--- config.mk ---
export PLATFORM = sky130hd
export DESIGN_NAME = dac_spi_tx
export DESIGN_NICKNAME = d
export VERILOG_FILES = /design/src/rtl/dds_pkg.sv /design/src/rtl/sclk_divider.sv /design/src/rtl/dac_spi_tx.sv
export SDC_FILE = /design/constraint.sdc
export NUM_CORES = 1
export LEC_CHECK = 0
export CAP_MARGIN = 20
export CORE_ASPECT_RATIO = 1.2
export CORE_MARGIN = 1
export CORE_UTILIZATION = 49
export CTS_CLUSTER_DIAMETER = 150
export DETAILED_ROUTE_END_ITERATION = 10
export MAX_ROUTING_LAYER = met4
export PLACE_DENSITY = 0.74
export SETUP_SLACK_MARGIN = 0.1
export SYNTH_ARGS = -nofsm -noshare
export SYNTH_HDL_FRONTEND = slang
export SYNTH_SLANG_ARGS = --single-unit
--- constraint.sdc ---
create_clock -name clk -period 1.88 [get_ports clk]
set_input_delay 0.376 -clock clk [delete_from_list [all_inputs] [get_ports clk]]
set_output_delay 0.376 -clock clk [all_outputs]
set_load 0.02 [all_outputs]
--- src/rtl/dds_pkg.sv ---
// Shared types and constants for the DDS datapath and its serial DAC transmitter.
// Holds the DAC transmitter state encoding, frame geometry, the frame payload
// layout and the helper that assembles a frame from a sample.
package dds_pkg;

  localparam int unsigned DAC_FRAME_BITS = 24;
  localparam int unsigned DAC_DATA_BITS  = 16;
  localparam int unsigned DAC_CTRL_BITS  = DAC_FRAME_BITS - DAC_DATA_BITS;

  localparam logic [DAC_CTRL_BITS-1:0] DAC_CTRL_DEFAULT = 8'h00;

  typedef enum logic [1:0] {
    IDLE  = 2'd0,
    SETUP = 2'd1,
    SHIFT = 2'd2,
    GAP   = 2'd3
  } dacState_t;

  // One DAC frame, control byte in the top bits, sent MSB first.
  typedef struct packed {
    logic [DAC_CTRL_BITS-1:0] ctrl;
    logic [DAC_DATA_BITS-1:0] data;
  } dacFrame_t;

  // Flipping the sign bit maps two's complement onto offset binary.
  function automatic dacFrame_t buildFrame(
    input logic [DAC_CTRL_BITS-1:0] ctrl,
    input logic [DAC_DATA_BITS-1:0] sample,
    input logic                     offsetBinary
  );
    dacFrame_t f;
    f.ctrl = ctrl;
    f.data = sample;
    if (offsetBinary) begin
      f.data[DAC_DATA_BITS-1] = ~sample[DAC_DATA_BITS-1];
    end
    return f;
  endfunction

endpackage

--- src/rtl/sclk_divider.sv ---
// SCLK bit-period timer for the DAC transmitter.
// Counts 0..2*CLK_DIV-1 while enabled and decodes the position of the
// current cycle inside a bit period.
//   clk, reset  : clock, async active-low reset
//   en          : count this cycle (frame is in its shift phase)
//   clr         : restart the period at frame capture
//   sclkLvl_c   : SCLK level belonging to the current cycle
//   bitStart_c  : current cycle is the first of a bit period
//   bitEnd_c    : current cycle is the last of a bit period
//   sclkFall_c  : current cycle is the last high cycle (SCLK falls after it)
module sclk_divider #(
  parameter int unsigned CLK_DIV = 2
) (
  input  logic clk,
  input  logic reset,
  input  logic en,
  input  logic clr,
  output logic sclkLvl_c,
  output logic bitStart_c,
  output logic bitEnd_c,
  output logic sclkFall_c
);

  localparam int unsigned PERIOD = 2 * CLK_DIV;
  localparam int unsigned CNT_W  = (PERIOD > 1) ? $clog2(PERIOD) : 1;

  logic [CNT_W-1:0] divCnt;

  // Period position counter, wraps at the end of each bit period.
  always_ff @(posedge clk or negedge reset) begin
    if (!reset) begin
      divCnt <= '0;
    end else if (clr) begin
      divCnt <= '0;
    end else if (en) begin
      divCnt <= bitEnd_c ? '0 : divCnt + CNT_W'(1);
    end
  end

  assign sclkLvl_c  = (divCnt < CNT_W'(CLK_DIV));
  assign bitStart_c = (divCnt == '0);
  assign bitEnd_c   = (divCnt == CNT_W'(PERIOD - 1));
  assign sclkFall_c = (divCnt == CNT_W'(CLK_DIV - 1));

endmodule

--- src/rtl/dac_spi_tx.sv ---
// Serial transmitter for a 24-bit-frame SPI DAC fed by the waveform selector.
// Captures SampleIn at each frame start and shifts {CTRL_BYTE, data} out MSB
// first; frames run back-to-back while Enable is high.
//   clk, reset  : clock, async active-low reset
//   Enable      : level, keep starting frames while high
//   SampleIn    : 16-bit sample, captured only at frame start
//   DAC_SYNC_n  : frame select, low for the whole 24-bit frame
//   DAC_SCLK    : serial clock, idles low, DAC samples on falling edge
//   DAC_DIN     : serial data, changes together with the SCLK rise
//   Busy        : high whenever a frame or its trailing gap is in progress
//   FrameDone   : one-cycle pulse as SYNC_n returns high
module dac_spi_tx
  import dds_pkg::*;
#(
  parameter int unsigned                CLK_DIV       = 2,
  parameter int unsigned                GAP_CYCLES    = 3,
  parameter logic [DAC_CTRL_BITS-1:0]   CTRL_BYTE     = DAC_CTRL_DEFAULT,
  parameter bit                         OFFSET_BINARY = 1'b0
) (
  input  logic                     clk,
  input  logic                     reset,
  input  logic                     Enable,
  input  logic [DAC_DATA_BITS-1:0] SampleIn,
  output logic                     DAC_SYNC_n,
  output logic                     DAC_SCLK,
  output logic                     DAC_DIN,
  output logic                     Busy,
  output logic                     FrameDone
);

  localparam int unsigned BIT_W    = 5;
  localparam int unsigned LAST_BIT = DAC_FRAME_BITS - 1;
  localparam int unsigned GAP_W    = (GAP_CYCLES > 1) ? $clog2(GAP_CYCLES) : 1;

  dacState_t                 state, stateNxt;
  logic [DAC_FRAME_BITS-1:0] shiftReg, shiftNxt;
  logic [BIT_W-1:0]          bitCnt, bitCntNxt;
  logic [GAP_W-1:0]          gapCnt, gapCntNxt;
  logic                      syncNxt, sclkNxt, dinNxt, busyNxt, doneNxt;

  logic                      capture_c;
  logic                      shiftActive_c;
  dacFrame_t                 newFrame_c;
  logic                      sclkLvl_c, bitStart_c, bitEnd_c, sclkFall_c;

  assign newFrame_c    = buildFrame(CTRL_BYTE, SampleIn, OFFSET_BINARY);
  assign shiftActive_c = (state == SHIFT);

  sclk_divider #(
    .CLK_DIV (CLK_DIV)
  ) u_sclkDivider (
    .clk        (clk),
    .reset      (reset),
    .en         (shiftActive_c),
    .clr        (capture_c),
    .sclkLvl_c  (sclkLvl_c),
    .bitStart_c (bitStart_c),
    .bitEnd_c   (bitEnd_c),
    .sclkFall_c (sclkFall_c)
  );

  // State, datapath and output registers.
  always_ff @(posedge clk or negedge reset) begin
    if (!reset) begin
      state      <= IDLE;
      shiftReg   <= '0;
      bitCnt     <= '0;
      gapCnt     <= '0;
      DAC_SYNC_n <= 1'b1;
      DAC_SCLK   <= 1'b0;
      DAC_DIN    <= 1'b0;
      Busy       <= 1'b0;
      FrameDone  <= 1'b0;
    end else begin
      state      <= stateNxt;
      shiftReg   <= shiftNxt;
      bitCnt     <= bitCntNxt;
      gapCnt     <= gapCntNxt;
      DAC_SYNC_n <= syncNxt;
      DAC_SCLK   <= sclkNxt;
      DAC_DIN    <= dinNxt;
      Busy       <= busyNxt;
      FrameDone  <= doneNxt;
    end
  end

  // Next-state and next-output logic; outputs are computed one cycle ahead
  // so every pin comes straight from a flop.
  always_comb begin
    stateNxt  = state;
    shiftNxt  = shiftReg;
    bitCntNxt = bitCnt;
    gapCntNxt = gapCnt;
    syncNxt   = DAC_SYNC_n;
    sclkNxt   = DAC_SCLK;
    dinNxt    = DAC_DIN;
    doneNxt   = 1'b0;
    capture_c = 1'b0;

    case (state)
      IDLE: begin
        capture_c = Enable;
      end

      SETUP: begin
        stateNxt = SHIFT;
        sclkNxt  = 1'b1;
      end

      SHIFT: begin
        // Advance early in the period so the next bit sits at the MSB by the end.
        if (bitStart_c) begin
          shiftNxt = {shiftReg[DAC_FRAME_BITS-2:0], 1'b0};
        end
        sclkNxt = sclkFall_c ? 1'b0 : sclkLvl_c;
        if (bitEnd_c) begin
          if (bitCnt == BIT_W'(LAST_BIT)) begin
            stateNxt  = GAP;
            gapCntNxt = '0;
            syncNxt   = 1'b1;
            sclkNxt   = 1'b0;
            dinNxt    = 1'b0;
            doneNxt   = 1'b1;
          end else begin
            bitCntNxt = bitCnt + BIT_W'(1);
            sclkNxt   = 1'b1;
            dinNxt    = shiftReg[DAC_FRAME_BITS-1];
          end
        end
      end

      GAP: begin
        if (gapCnt == GAP_W'(GAP_CYCLES - 1)) begin
          if (Enable) begin
            capture_c = 1'b1;
          end else begin
            stateNxt = IDLE;
          end
        end else begin
          gapCntNxt = gapCnt + GAP_W'(1);
        end
      end

      default: begin
        stateNxt = IDLE;
      end
    endcase

    // Frame capture: shared by the IDLE exit and the back-to-back GAP exit.
    if (capture_c) begin
      stateNxt  = SETUP;
      shiftNxt  = newFrame_c;
      bitCntNxt = '0;
      syncNxt   = 1'b0;
      sclkNxt   = 1'b0;
      dinNxt    = newFrame_c[DAC_FRAME_BITS-1];
    end

    busyNxt = (stateNxt != IDLE);
  end

endmodule

After elaboration in Yosys (flattened, before gate mapping) --
Index checks and enable logic that the tools add are counted.
Operators by class: add/subtract/negate cells 3, multipliers 0, divide/modulo/power cells 0, magnitude comparators 1, equal/unequal tests 11, shift-type cells 0, muxes and demuxes 39, bitwise logic cells 0, reduce and logical (&&, ||, !) cells 14
Operator list (number):
- two-way mux 24 bit | 3
- two-way mux 2 bit | 11
- two-way mux 5 bit | 4
- two-way mux 1 bit | 17
- nonzero test 2 bit | 6
- == test 2 bit (second input constant) | 4
- one-hot mux 2 bit (3 select lines) | 1
- AND reduction 3 bit | 2
- adder 5 x 1 -> 5 bit (second input constant) | 1
- == test 5 bit (second input constant) | 1
- adder 2 x 1 -> 2 bit (second input constant) | 2
- == test 2 x 1 -> 1 bit (second input constant) | 2
- zero test 2 bit | 2
- != test 2 x 1 -> 1 bit (second input constant) | 2
- != test 2 bit (second input constant) | 2
- one-hot mux 1 bit (2 select lines) | 2
- one-hot mux 2 bit (2 select lines) | 1
- AND reduction 2 bit | 2
- AND reduction 4 bit | 1
- nonzero test 3 bit | 1
- < comparator 2 bit (second input constant) | 1
Storage, ports and cells: flip-flop bits (word level) 40, bits in latches 0, memory bits (writable) 0, ROM bits 0, word-level logic and storage cells 78, memories kept 0

Longest topological paths before layout --
depth after elaboration 6, mapped depth 8, gate-level depth less buffers 5

By module --
From an unflattened synthesis, not the netlist that was laid out.
Unflattened totals: cell total of the unflattened synthesis 198, area total of the unflattened synthesis 1955.6 um^2
By module, submodules not included:
- dac_spi_tx | times used 1, cells each 187, area an instance 1829.3 um^2, seq. area each 952.2 um^2
- sclk_divider | times used 1, cells each 11, area an instance 126.4 um^2, seq. area each 50.0 um^2

Worst setup path before layout --
No wires, ideal clock.
kind flip-flop to flip-flop, start point register state[0], end point register shiftReg[10], library setup time 82 ps, arrival time 1681 ps, data required time 1798 ps, setup slack 117 ps, cell stages (with the launch flop) 9, path buffers 3, clock period less this slack 1763 ps, path through dfrtp_1 > inv_1 > ha_1 > nand2b_1 > buf_2 > or2_1 > buf_2 > buf_4 > a31oi_1
On the way: longest elaborated chain between the ends 4, elaborated cells on any way between the ends 8, those cells by class eq/ne: 2; mux: 2; reduce/logical: 4
Ends and longest elaborated chain:
- start, declared | RTL line dac_spi_tx.sv:35 | dacState_t state, stateNxt;
- start signal, assigned | RTL line dac_spi_tx.sv:75 | state <= stateNxt;
- == test 2 bit / zero test 2 bit (equally long branches) | RTL line dac_spi_tx.sv:100 | case (state)
- one-hot mux 1 bit (2 select lines) | RTL line dac_spi_tx.sv:100
- nonzero test 2 bit (no line)
- AND reduction 2 bit (no line)
- end signal, assigned | RTL line dac_spi_tx.sv:76 | shiftReg <= shiftNxt;
- end, declared | RTL line dac_spi_tx.sv:36 | logic [DAC_FRAME_BITS-1:0] shiftReg, shiftNxt;
Several ways; a longest one is shown, not always the timed one. A chain may end at the register's enable or synchronous reset.

Worst setup path after layout --
start point register state[0], end point register gapCnt[1]
On the way: longest elaborated chain between the ends 3, elaborated cells on any way between the ends 8, those cells by class eq/ne: 5; mux: 1; reduce/logical: 2
Ends and longest elaborated chain:
- == test 2 bit | RTL line dac_spi_tx.sv:100
- != test 2 bit (no line) (tied with other cells)
- AND reduction 4 bit (no line)
- end signal, assigned | RTL line dac_spi_tx.sv:78 | gapCnt <= gapCntNxt;
- end, declared | RTL line dac_spi_tx.sv:38 | logic [GAP_W-1:0] gapCnt, gapCntNxt;
Several ways; a longest one is shown, not always the timed one.

==> reports/qor.yml <==
status:
  outcome: "completed"
timing:
  rsz0062_at_grt: "true"
  slew_headroom_pct: 66.60
  slew_violations: 0
  setup_ws_ns: 0.1678
  tns_ns: 0
  fin_crit_sh_pct: 91.07
  hold_viol: 0
  fin_crit_ns: 1.712
  skew_ns: 0.004377
  setup-violations-final: 0
  max_slew.worst_pin.slew_ns: 0.5010
  fmax_mhz: 584.0
synth:
  netlist_area_sq_mm: 0.001984
  syn-num-nets: 239
  syn_inst: 211
  yosys_warnings: 0
  synth.ff_latch_count: 40
  ys_seq_area_share_pct: 50.50
  syn_avg_cell_area_sq_um: 9.405
  ys_types: 36
global_routing:
  grt_pass1_vias: 1556
  grtUsageTotal_pct: 22.62
  grt_max_degree: 41
  grt.overflow.total: 0
  antenna_found_initial: 0
  grt_first_pass_wirelength_mm: 7.079
route:
  drtPass1Iterations: 4
  postRouteAntennaNets: 0
  routedWlPerCell_um: 14.09
  route.detailed.drc: 0
  drt_wl_total_mm: 4.157
  first_iter_violations: 118
  viasPerCell: 5.478
  vias: 1616
clocking:
  cts_tree: "built"
  clk_path_buf_depth: 2
  clkTransAtPathRegs_ns: 0.07
  clock_sinks: 40
  holdBufCountCts: 0
  clk-insertion-delay-late_ns: 0.29
  cts-root-buf: "clkbuf_8"
  h-tree-depth: 2
  cts_made_buffers: 5
finish:
  layout.nets: 270
  layout_common_cells: "50 x nand2_1, 38 x dfrtp_1, 21 x clkdlybuf4s50_1"
  finalCoreUtilization_pct: 66.13
  drive_gt1_share_pct: 13.99
  multi_input_area_sq_um: 914.6
  syn_to_final_growth_pct: 25.09
  nFillCells: 305
  num_antenna_cells: 0
  final_common_cell: "nand2_1"
  seq_area_sq_mm: 0.001003
critical_path:
  critPathKind: "reg -> reg"
  path_max_fanout: 6
  required_ns: 2.06
  ff2ff_setup_slack_ns: 0.17
  cp-start-kind: "register"
  critPathCaptureType: "register"
  reg2reg_to: "gapCnt[1]"
  worstPathArrival_ns: 1.89
  r2r_cells: 5
  r2r_start: "state[0]"
min_path:
  worst_hold_path_type: "in -> async"
placement:
  dp_hpwl_mm: 2.682
  dp_slack_ns: 0.03079
  gp_congestion: 0.8227
  portBuffers: 23
die:
  io-pin-count: 24
  die_h_um: 71.71
  die_area_sq_mm: 0.004309
  start_util_pct: 52.87
  core_area_sq_mm: 0.003754
  rows: 24
  chipWidth_um: 60.10
pwr:
  cellLeakagePower_nw: 1.098
  peakVddDrop_mv: 0.9183
  p_per_area_mw_per_mm2: 1549
job:
  timing.max_cap.violations: 0
final cells by class:
cell class	instances	share of cell area [%]
Tap cell	52	2.621
Multi-Input combinational cell	153	36.84
Inverter	6	0.9073
Timing Repair Buffer	36	14.11
Clock buffer	7	3.881
Sequential cell	40	40.42
Clock inverter	1	1.210
layer usage:
| metal | vias to the layer above | global-route usage, % | wire length [um] |
|---|---|---|---|
| met1 | 760 | 27.84 | 1748 |
| met3 | 8 | 5.054 | 267 |
| met4 | 0 | 7.494 | 68 |
| met5 | - | - | 0 |
| li1 | 798 | - | - |
| met2 | 50 | 36.42 | 2072 |
state kept, by name, summed over array words and instances (netlist names):
| register | flops |
|---|---|
| gapCnt | 2 |
| DAC_SYNC_n | 1 |
| state | 2 |
| u_sclkDivider.divCnt | 2 |
| DAC_DIN | 1 |
| FrameDone | 1 |
| bitCnt | 5 |
| shiftReg | 24 |
| DAC_SCLK | 1 |
| Busy | 1 |
how the worst max path moves through the flow:
stage              endpoint  slack (ns)     start  depth (start not counted)
2_1_floorplan  shiftReg[10]        0.12  state[0]                          8
3_3_place_gp      gapCnt[1]        0.05  state[0]                          5
3_5_place_dp      gapCnt[1]        0.03  state[0]                          5
4_1_cts           gapCnt[1]        0.08  state[1]                          4
5_1_grt           gapCnt[1]        0.08  state[0]                          5
6_report          gapCnt[1]        0.17  state[0]                          5
stage by stage:
stage          cells  hold WS, ns  total power [W]  cell area, sq um
2_1_floorplan    211      0.08041         0.002512              1984
3_3_place_gp     286       0.4637         0.002996              2333
3_5_place_dp     286       0.4667         0.003032              2333
4_1_cts          295       0.1546         0.003853              2470
5_1_grt          295       0.1791         0.004137              2482
6_report         295       0.1320         0.003845              2482
report_power, final:
part | switching (W) | internal (W) | total, W
sequential | 0.000200 | 0.00120 | 0.00140
combinational | 0.000931 | 0.000750 | 0.00168
clock | 0.000292 | 0.000468 | 0.000761
total | 0.00142 | 0.00242 | 0.00384
cell usage after synthesis, drive strengths merged:
cell type   n  area, sq um
a2111oi     2        36.29
a211oi      2        15.01
a21oi      18        101.4
a31oi      16        100.1
and2        2        12.51
and3        1        6.260
and3b       1        8.760
and4b       1        11.26
buf         7        37.54
clkbuf      5        18.77
dfrtp      39        975.9
dfstp       1        26.28
ha          9        112.6
inv         6        22.52
mux2        1        15.01
mux2i       2        20.02
nand2      50        187.7
nand2b      2        12.51
nand3       2        10.01
nand4       2        12.51
nand4b      1        23.77
nor2        7        28.78
nor2b       3        18.77
nor3       16        80.08
o211ai      2        15.01
o21a        1        7.510
o21ai       7        35.03
o22ai       1        6.260
or2         1        6.260
or3         2        12.51
or4         1        7.510
critical path, cell delays in order (launching register included):
cell	delay [ns]
dfrtp_1	0.41
inv_1	0.10
ha_2	0.24
buf_4	0.16
a2111oi_4	0.36
mux2_4	0.33
repair_timing:
action,4_1_cts,5_1_grt
buffers inserted,1,0
setup endpoints to repair,21,21
gates resized for setup,4,5
pin swaps,1,0
cell families after synthesis:
logic type                 synth area share [%]
AOI/OAI and AO/OA                         15.95
adders and majority gates                 5.675
buffers and inverters                     3.972
DFF                                       50.50
muxes                                     1.765
and+or+nand+nor                           22.13
(Power assumes the default switching activity.)
